**config.mk**
```make
export PLATFORM = sky130hd
export DESIGN_NAME = pc060ha_host_sequencer
export DESIGN_NICKNAME = d
export VERILOG_FILES = /design/src/rtl/pc060ha_host_sequencer.sv
export SDC_FILE = /design/constraint.sdc
export NUM_CORES = 1
export LEC_CHECK = 0
export ABC_AREA = 0
export CORE_AREA = 5 5 125 127
export DETAILED_ROUTE_END_ITERATION = 8
export DIE_AREA = 0 0 130 132
export PLACE_DENSITY_LB_ADDON = 0.25
export SYNTH_ARGS = -nofsm -noshare
export SYNTH_HDL_FRONTEND = slang
export SYNTH_SLANG_ARGS = --single-unit
```
**constraint.sdc**
```tcl
create_clock -name CLK -period 2.7 [get_ports CLK]
set_input_delay 0.54 -clock CLK [delete_from_list [all_inputs] [get_ports CLK]]
set_output_delay 0.54 -clock CLK [all_outputs]
set_load 0.1 [all_outputs]
```
**src/rtl/pc060ha_host_sequencer.sv**
```systemverilog
// Host-side bus initiator for the PC060HA mailbox: one page-select write, then N data accesses using the slave's page auto-increment.
// Optional `PC060HA_PAGE_SKIP_EN: skip the page write when the tracked slave page pointer already matches.
module pc060ha_host_sequencer #(
   parameter int unsigned DATA_W      = 4,
   parameter int unsigned MAX_WORDS   = 8,
   parameter int unsigned WAIT_STATES = 0
) (
   input  logic                          CLK,
   input  logic                          RESET,
   input  logic                          CMD_VALID,
   output logic                          CMD_READY,
   input  logic                          CMD_RW,
   input  logic [2:0]                    CMD_PAGE,
   input  logic [3:0]                    CMD_COUNT,
   input  logic [MAX_WORDS*DATA_W-1:0]   CMD_WDATA,
   output logic [MAX_WORDS*DATA_W-1:0]   RDATA,
   output logic                          DONE,
   output logic                          nCS,
   output logic                          nRD,
   output logic                          nWR,
   output logic                          A0,
   output logic [DATA_W-1:0]             DOUT,
   output logic                          DOE,
   input  logic [DATA_W-1:0]             DIN
);

   localparam int unsigned BUS_W = MAX_WORDS * DATA_W;
   localparam logic [3:0]  WS4   = 4'(WAIT_STATES);
   localparam logic [3:0]  MAXW4 = 4'(MAX_WORDS);

   typedef enum logic [2:0] {
      IDLE  = 3'd0,
      PG_T1 = 3'd1,
      PG_T2 = 3'd2,
      PG_T3 = 3'd3,
      AC_T1 = 3'd4,
      AC_T2 = 3'd5,
      AC_T3 = 3'd6,
      FIN   = 3'd7
   } state_t;

   state_t               state_q, state_d;
   logic                 rw_q, rw_d;
   logic [2:0]           page_q, page_d;
   logic [3:0]           count_q, count_d;
   logic [BUS_W-1:0]     wdata_q, wdata_d;
   logic [3:0]           idx_q, idx_d;
   logic [3:0]           wait_q, wait_d;
   logic [BUS_W-1:0]     rdata_q, rdata_d;
   logic                 ready_q, ready_d;
   logic                 done_q, done_d;
   logic                 ncs_q, ncs_d;
   logic                 nrd_q, nrd_d;
   logic                 nwr_q, nwr_d;
   logic                 a0_q, a0_d;
   logic [DATA_W-1:0]    dout_q, dout_d;
   logic                 doe_q, doe_d;
   logic [3:0]           cnt_sat;
   logic                 skip;
   logic [DATA_W-1:0]    wslot;
`ifdef PC060HA_PAGE_SKIP_EN
   logic [2:0]           mirror_q, mirror_d;
   logic                 mirror_vld_q, mirror_vld_d;
`endif

   // Next-state, datapath and registered-output computation
   always_comb begin
      state_d = state_q;
      rw_d    = rw_q;
      page_d  = page_q;
      count_d = count_q;
      wdata_d = wdata_q;
      idx_d   = idx_q;
      wait_d  = wait_q;
      rdata_d = rdata_q;
      cnt_sat = (CMD_COUNT > MAXW4) ? MAXW4 : CMD_COUNT;
      skip    = 1'b0;
`ifdef PC060HA_PAGE_SKIP_EN
      mirror_d     = mirror_q;
      mirror_vld_d = mirror_vld_q;
      skip         = (cnt_sat != 4'd0) && mirror_vld_q && (CMD_PAGE == mirror_q);
`endif

      case (state_q)
         IDLE: begin
            if (CMD_VALID && ready_q) begin
               rw_d    = CMD_RW;
               page_d  = CMD_PAGE;
               count_d = cnt_sat;
               wdata_d = CMD_WDATA;
               idx_d   = 4'd0;
               wait_d  = 4'd0;
               state_d = skip ? AC_T1 : PG_T1;
            end
         end
         PG_T1: begin
            wait_d  = 4'd0;
            state_d = PG_T2;
         end
         PG_T2: begin
            if (wait_q == WS4) state_d = PG_T3;
            else               wait_d  = wait_q + 4'd1;
         end
         PG_T3: begin
            idx_d   = 4'd0;
            state_d = (count_q != 4'd0) ? AC_T1 : FIN;
         end
         AC_T1: begin
            wait_d  = 4'd0;
            state_d = AC_T2;
         end
         AC_T2: begin
            if (wait_q == WS4) state_d = AC_T3;
            else               wait_d  = wait_q + 4'd1;
         end
         AC_T3: begin
            if (rw_q) begin
               for (int i = 0; i < int'(MAX_WORDS); i++) begin
                  if (idx_q == 4'(i)) rdata_d[i*DATA_W +: DATA_W] = DIN;
               end
            end
            idx_d   = idx_q + 4'd1;
            state_d = ((idx_q + 4'd1) < count_q) ? AC_T1 : FIN;
         end
         FIN: begin
`ifdef PC060HA_PAGE_SKIP_EN
            mirror_d     = 3'(page_q + count_q[2:0]);
            mirror_vld_d = 1'b1;
`endif
            state_d = IDLE;
         end
         default: state_d = IDLE;
      endcase

      wslot = '0;
      for (int i = 0; i < int'(MAX_WORDS); i++) begin
         if (idx_d == 4'(i)) wslot = wdata_d[i*DATA_W +: DATA_W];
      end

      // Bus pins reflect the state being entered, so they are registered yet aligned to it
      ready_d = 1'b0;
      done_d  = 1'b0;
      ncs_d   = 1'b1;
      nrd_d   = 1'b1;
      nwr_d   = 1'b1;
      a0_d    = 1'b1;
      doe_d   = 1'b0;
      dout_d  = dout_q;
      case (state_d)
         IDLE:  ready_d = 1'b1;
         PG_T1: begin
            ncs_d  = 1'b0;
            a0_d   = 1'b0;
            doe_d  = 1'b1;
            dout_d = DATA_W'(page_d);
         end
         PG_T2, PG_T3: begin
            ncs_d = 1'b0;
            a0_d  = 1'b0;
            doe_d = 1'b1;
            nwr_d = 1'b0;
         end
         AC_T1: begin
            ncs_d = 1'b0;
            doe_d = ~rw_d;
            if (!rw_d) dout_d = wslot;
         end
         AC_T2, AC_T3: begin
            ncs_d = 1'b0;
            doe_d = ~rw_d;
            if (rw_d) nrd_d = 1'b0;
            else      nwr_d = 1'b0;
         end
         FIN:     done_d = 1'b1;
         default: ready_d = 1'b0;
      endcase
   end

   always_ff @(posedge CLK) begin
      if (RESET) begin
         state_q <= IDLE;
         rw_q    <= 1'b0;
         page_q  <= 3'd0;
         count_q <= 4'd0;
         wdata_q <= '0;
         idx_q   <= 4'd0;
         wait_q  <= 4'd0;
         rdata_q <= '0;
         ready_q <= 1'b1;
         done_q  <= 1'b0;
         ncs_q   <= 1'b1;
         nrd_q   <= 1'b1;
         nwr_q   <= 1'b1;
         a0_q    <= 1'b1;
         dout_q  <= '0;
         doe_q   <= 1'b0;
`ifdef PC060HA_PAGE_SKIP_EN
         mirror_q     <= 3'd0;
         mirror_vld_q <= 1'b0;
`endif
      end else begin
         state_q <= state_d;
         rw_q    <= rw_d;
         page_q  <= page_d;
         count_q <= count_d;
         wdata_q <= wdata_d;
         idx_q   <= idx_d;
         wait_q  <= wait_d;
         rdata_q <= rdata_d;
         ready_q <= ready_d;
         done_q  <= done_d;
         ncs_q   <= ncs_d;
         nrd_q   <= nrd_d;
         nwr_q   <= nwr_d;
         a0_q    <= a0_d;
         dout_q  <= dout_d;
         doe_q   <= doe_d;
`ifdef PC060HA_PAGE_SKIP_EN
         mirror_q     <= mirror_d;
         mirror_vld_q <= mirror_vld_d;
`endif
      end
   end

   assign CMD_READY = ready_q;
   assign RDATA     = rdata_q;
   assign DONE      = done_q;
   assign nCS       = ncs_q;
   assign nRD       = nrd_q;
   assign nWR       = nwr_q;
   assign A0        = a0_q;
   assign DOUT      = dout_q;
   assign DOE       = doe_q;

endmodule

```
After elaboration in Yosys (flattened, before gate mapping)
Cells that the tools add are included.

Bits in registers: 94. Input port bits: 47. Output and inout bits: 43. Logic and storage cells: 124.

Add/subtract/negate cells: 2. Order comparisons: 2. Eq/ne operators: 31. Mux-type cells: 36. Bitwise operators: 2. Reduce and logical (&&, ||, !) cells: 28.

Operators by type and width (number): $mux 32 (2); $mux 4 (13); $eq 4x3->1 const B (8); $reduce_and 3->1 (9); $eq 3x3->1 const B (8); $pmux 3 s8 (1); $pmux 4 s3 (2); $eq 4x2->1 const B (4); $mux 3 (5); $eq 3x2->1 const B (4); $logic_not 4->1 (3); $reduce_or 2->1 (5); $add 4x1->4 const B (2); $eq 4x1->1 const B (2); $mux 1 (8); $pmux 4 s2 (1); $eq 3x1->1 const B (2); $logic_not 3->1 (2); $ne 2x2->1 const B (3); $reduce_or 3->1 (2); $reduce_or 6->1 (1); $gt 4x4->1 const B (1); $lt 4x4->1 (1); $mux 2 (2); other kinds (7) (10).

Logic depth before layout (Yosys ltp)
Depth in word-level cells: 14. Depth in mapped cells: 11. Mapped depth without buffers: 10.

Worst setup path after synthesis
OpenSTA, ideal clock, no wires.

Path kind: register -> register. Start point: register ready_q (netlist: CMD_READY). End point: register dout_q[2] (netlist: DOUT[2]). Setup time: 0.070 ns. Arrival time: 2.517 ns. Required time: 2.630 ns. Setup slack: 0.113 ns. Cell stages (with the launch flop): 8. Buffers on the path: 0. Period minus slack after synthesis: 2.587 ns. Cell sequence: dfxtp_1 > nand4bb_1 > a22o_4 > a32oi_4 > nor2_2 > and4_1 > or4_1 > a21oi_1.

Cells in the longest elaborated chain, start to end: 14. Elaborated cells on any way between the ends: 34. Those cells by class: eq/ne: 10; mux: 20; reduce/logical: 4.

RTL lines: start, declared (line 50) `logic ready_q, ready_d;`; start signal, assigned (line 210) `ready_q <= ready_d;`; $logic_and 1x1->1 * (line 86) `if (CMD_VALID && ready_q) begin`; $mux 4 (line 86); $pmux 4 s3 (line 84) `case (state_q)`; $logic_not 4->1 (line 137) `if (idx_d == 4'(i)) wslot = wdata_d[i*DATA_W +: DATA_W];`; $mux 4 (8 in a row) (line 137); $mux 4 (line 166) `if (!rw_d) dout_d = wslot;`; $pmux 4 s2 (line 149) `case (state_d)`; end signal, assigned (line 216) `dout_q <= dout_d;`; end, declared (line 56) `logic [DATA_W-1:0] dout_q, dout_d;`.

Mark *: on every way between the ends. The rest lies on a longest branch, timed or not. The select of a mux whose other input is x is not followed. A chain may end at the register's enable or synchronous reset.

Worst setup path in the final report
Start point: register idx_q[0]. End point: register dout_q[2] (netlist: DOUT[2]).

Cells in the longest elaborated chain, start to end: 13. Elaborated cells on any way between the ends: 29. Those cells by class: add/sub: 1; order compare: 1; eq/ne: 10; mux: 14; reduce/logical: 3.

RTL lines: start, declared (line 47) `logic [3:0] idx_q, idx_d;`; start signal, assigned (line 207) `idx_q <= idx_d;`; $add 4x1->4 / $mux 4 (equally long branches) (line 122, 123, 86); $pmux 4 s3 (line 84); $logic_not 4->1 (line 137); $mux 4 (8 in a row) (line 137); $mux 4 (line 166); $pmux 4 s2 (line 149).

Parallel ways exist; a longest one is shown, timed or not. The select of a mux whose other input is x is not followed.

==> results.md <==
* Status: completed
* Adder-cell share of the synthesized area at 2.65%
* Synthesis Warnings at 0
* Period Utilization, post-route at 91.7%
* Final hold vios at 0
* Antenna-violating nets left at 0
* Vert. Die Dim at 132 microns
* Pre-CTS setup slack at 18.5 ps
* Core area at 14,300 sq um
* P&R area growth vs syn at 31.7%
* Gr usage total at 13.8%
* Largest net degree at the start of global routing at 53
* Worst slew pin tran at 983 ps
* Post-synth EDFFs at 0
* Cell taking the most area after synthesis: dfxtp_1
* Vias in the first global route at 3,869
* Clock sink count at 91
* # H-tree levels at 3
* Via density at 4.85
* Initial antenna violation count at 0
* Crit end category: register
* Vias at 3,834
* Die area at 17,200 sq um
* DRT Pass-1 Iters at 4
* Routed wire length per instance at 14.7 microns
* Switch share at 36.2%
* Period minus WS final at 2480 ps
* CP Launch Type: register
* Iter 0 DRT Violations at 283
* Finished Core Util at 39.1%
* Distinct cell type count after synthesis at 59
* Global-route wire length before repair at 19.0 mm
* Synth Flop Type: dfxtp_1
* Final worst slack at 223 ps
* Total grt overflow at 0
* Mapped Area at 4250 sq um
* Async set-reset flop share out of synthesis at 0%
* VDD IR max at 0.393 mV
* Crit Path Category: register to register
* Num CTS Buffers at 9
* Total power at 4.32 mW
* Synth Area in XOR/XNOR at 1.03%
* Num rows at 44
* Power Density at 771 nW/um^2
* Initial core utilization at 29.7%
* Clk root buf: clkbuf_16
* Simple-gate portion of the synthesized area at 23.2%
* RSZ-0062 raised after global routing: false
* Post-CTS Hold Buffers at 0
* Die width at 130 microns
* Clock Power Share at 30.2%
* Setup violators final at 0
* Crit path from: idx_q[0]
* Syn Inst Count at 519
* Top-level port count at 90
* Share of the synthesized area in the top cell type at 42.9%
* Max_cap viols at 0
* Ant diodes at 0
* Pins Over Slew Limit at 0
* Largest family of logic cells by synthesized area: simple AND/OR/NAND/NOR gates
* WP data arrival at 2750 ps
* Syn avg cell area at 8.18 sq um
* Relative slew margins at 34.4%
* Internal power at 2.76 mW
* Drc violations at 0
* Fill count at 1,503
* Most common cell in the netlist: nand2_1
* Final WL at 11.7 mm
* Hold_sp: RDATA[23]
* Clock Path Buffers at 2
* CTS tree: yes
* Post-synthesis compound-gate area fraction at 17.0%
* Combinational fraction of design power at 32.0%
* Dpl hpwl at 8.88 mm
* Fin Clk Skew at 7.73 ps
* Top cells by count, synth: nand2_1 (97), dfxtp_1 (91), a21oi_1 (65)
* Post-synthesis mux area share at 7.84%
* Layout cells sized above 1 at 16.8%
* Clock-pin slew on the worst setup and hold paths at 60 ps
* P_sw at 1.56 mW
* Worst reg2reg startpoint: idx_q[0]
* Synth top area cells: dfxtp_1 (43%), nand2_1 (8.6%), a21oi_1 (7.7%)
* Worst hold-check path type: register to register
* LEAKAGE at 2.17 nW
* Sequential share of the synthesized area at 42.9%
* RD Place Congestion at 0.847
* Final net count at 658
* Mapped Nets at 575
* CP required at 2980 ps
* CP max FO at 7
* F_max at 0.404 GHz
* Yosys reg bits at 91
* Fin Hold WS at 454 ps
* Sequential Power Share at 37.8%
* Setup TNS at 0 ps
* Port buffer count at 89
* Worst skew pair latency at 350 ps
* Post CTS Setup Buffer Count at 0
[repair_timing]
item	4_1_cts	5_1_grt
resized for setup	0	1
endpoints found under the setup margin	0	1
hold endpoints to repair	0	0
[worst max-delay path, cell delays in order, from the launching register on]
cell	delay, ps
dfxtp_1	380
inv_1	100
ha_2	330
ha_1	280
nand2_1	50
o21ai_1	120
a21o_1	190
a21oi_2	90
buf_4	170
and4_1	180
or4_1	400
a21oi_1	120
[flip-flops by register name (all words and copies together), names as in the netlist, 3 cells and up]
name     cells
count_q      4
idx_q        4
DOUT         4
wait_q       4
RDATA       32
state_q      3
wdata_q     32
[layout by cell type (no fill, tap or decap), types with 2 or more instances in the layout]
master            n
a211o_1           2
a211oi_1          2
a21o_1            3
a21oi_1          65
a21oi_2           4
a221oi_1          5
a31o_2            2
a31oi_1           5
a41o_1            2
and2_1            6
buf_12            2
buf_4            65
clkbuf_16         9
clkbuf_8          2
clkdlybuf4s50_1  45
dfxtp_1          91
ha_1              8
inv_1            10
mux2_2            2
mux2i_1          31
nand2_1          97
nand2b_1          4
nand3_1          27
nand3b_1          4
nand4_1           2
nand4bb_1         2
nor2_1           47
nor3_1            5
o2111ai_1         2
o211ai_1          2
o21ai_0          12
o21ai_1           2
or3_1             3
xor2_1            4
[stage by stage]
stage | std cells | area, sq um
floorplan | 519 | 4250
global placement | 775 | 5280
detailed placement | 775 | 5280
CTS | 791 | 5590
global route | 791 | 5590
finish | 791 | 5590
[logic make-up after synthesis]
group	after synthesis
fa+ha+maj	9
xor+xnor	5
flops	91
mux	33
simple gates	214
buf+inv	52
compound gates	115
[power groups by stage]
stage	logic [mW]	registers, mW	clock network (mW)
after floorplan	0.776	1.88	0
after detailed placement	1.39	1.66	0
after CTS	1.39	1.63	1.34
after global placement	1.37	1.66	0
final	1.38	1.63	1.30
after global routing	1.52	1.65	1.39
[per-layer routing]
layer	vias to the layer above	global-route usage (%)	wire, microns
met1	1797	17.2	5150
li1	1951	-	-
met4	0	3.93	131
met3	11	3.44	498
met2	75	23.5	5880
met5	-	0	0
[final timing paths]
check | end | slack [ps] | cells after the start
min reg2reg | RDATA[23] | 450 | 2
max | DOUT[2] | 220 | 11
max reg2reg | DOUT[2] | 220 | 11
min | RDATA[23] | 450 | 2
[area by class of cell]
type | instances | area, sq um | share of cell area (%)
Sequential cell | 91 | 1820 | 32.6
Timing Repair Buffer | 113 | 983 | 17.6
Tap cell | 184 | 230 | 4.12
Clock buffer | 11 | 253 | 4.52
Multi-Input combinational cell | 376 | 2200 | 39.4
Clock inverter | 5 | 60.1 | 1.07
Inverter | 11 | 41.3 | 0.738
(Power assumes the default switching activity.)
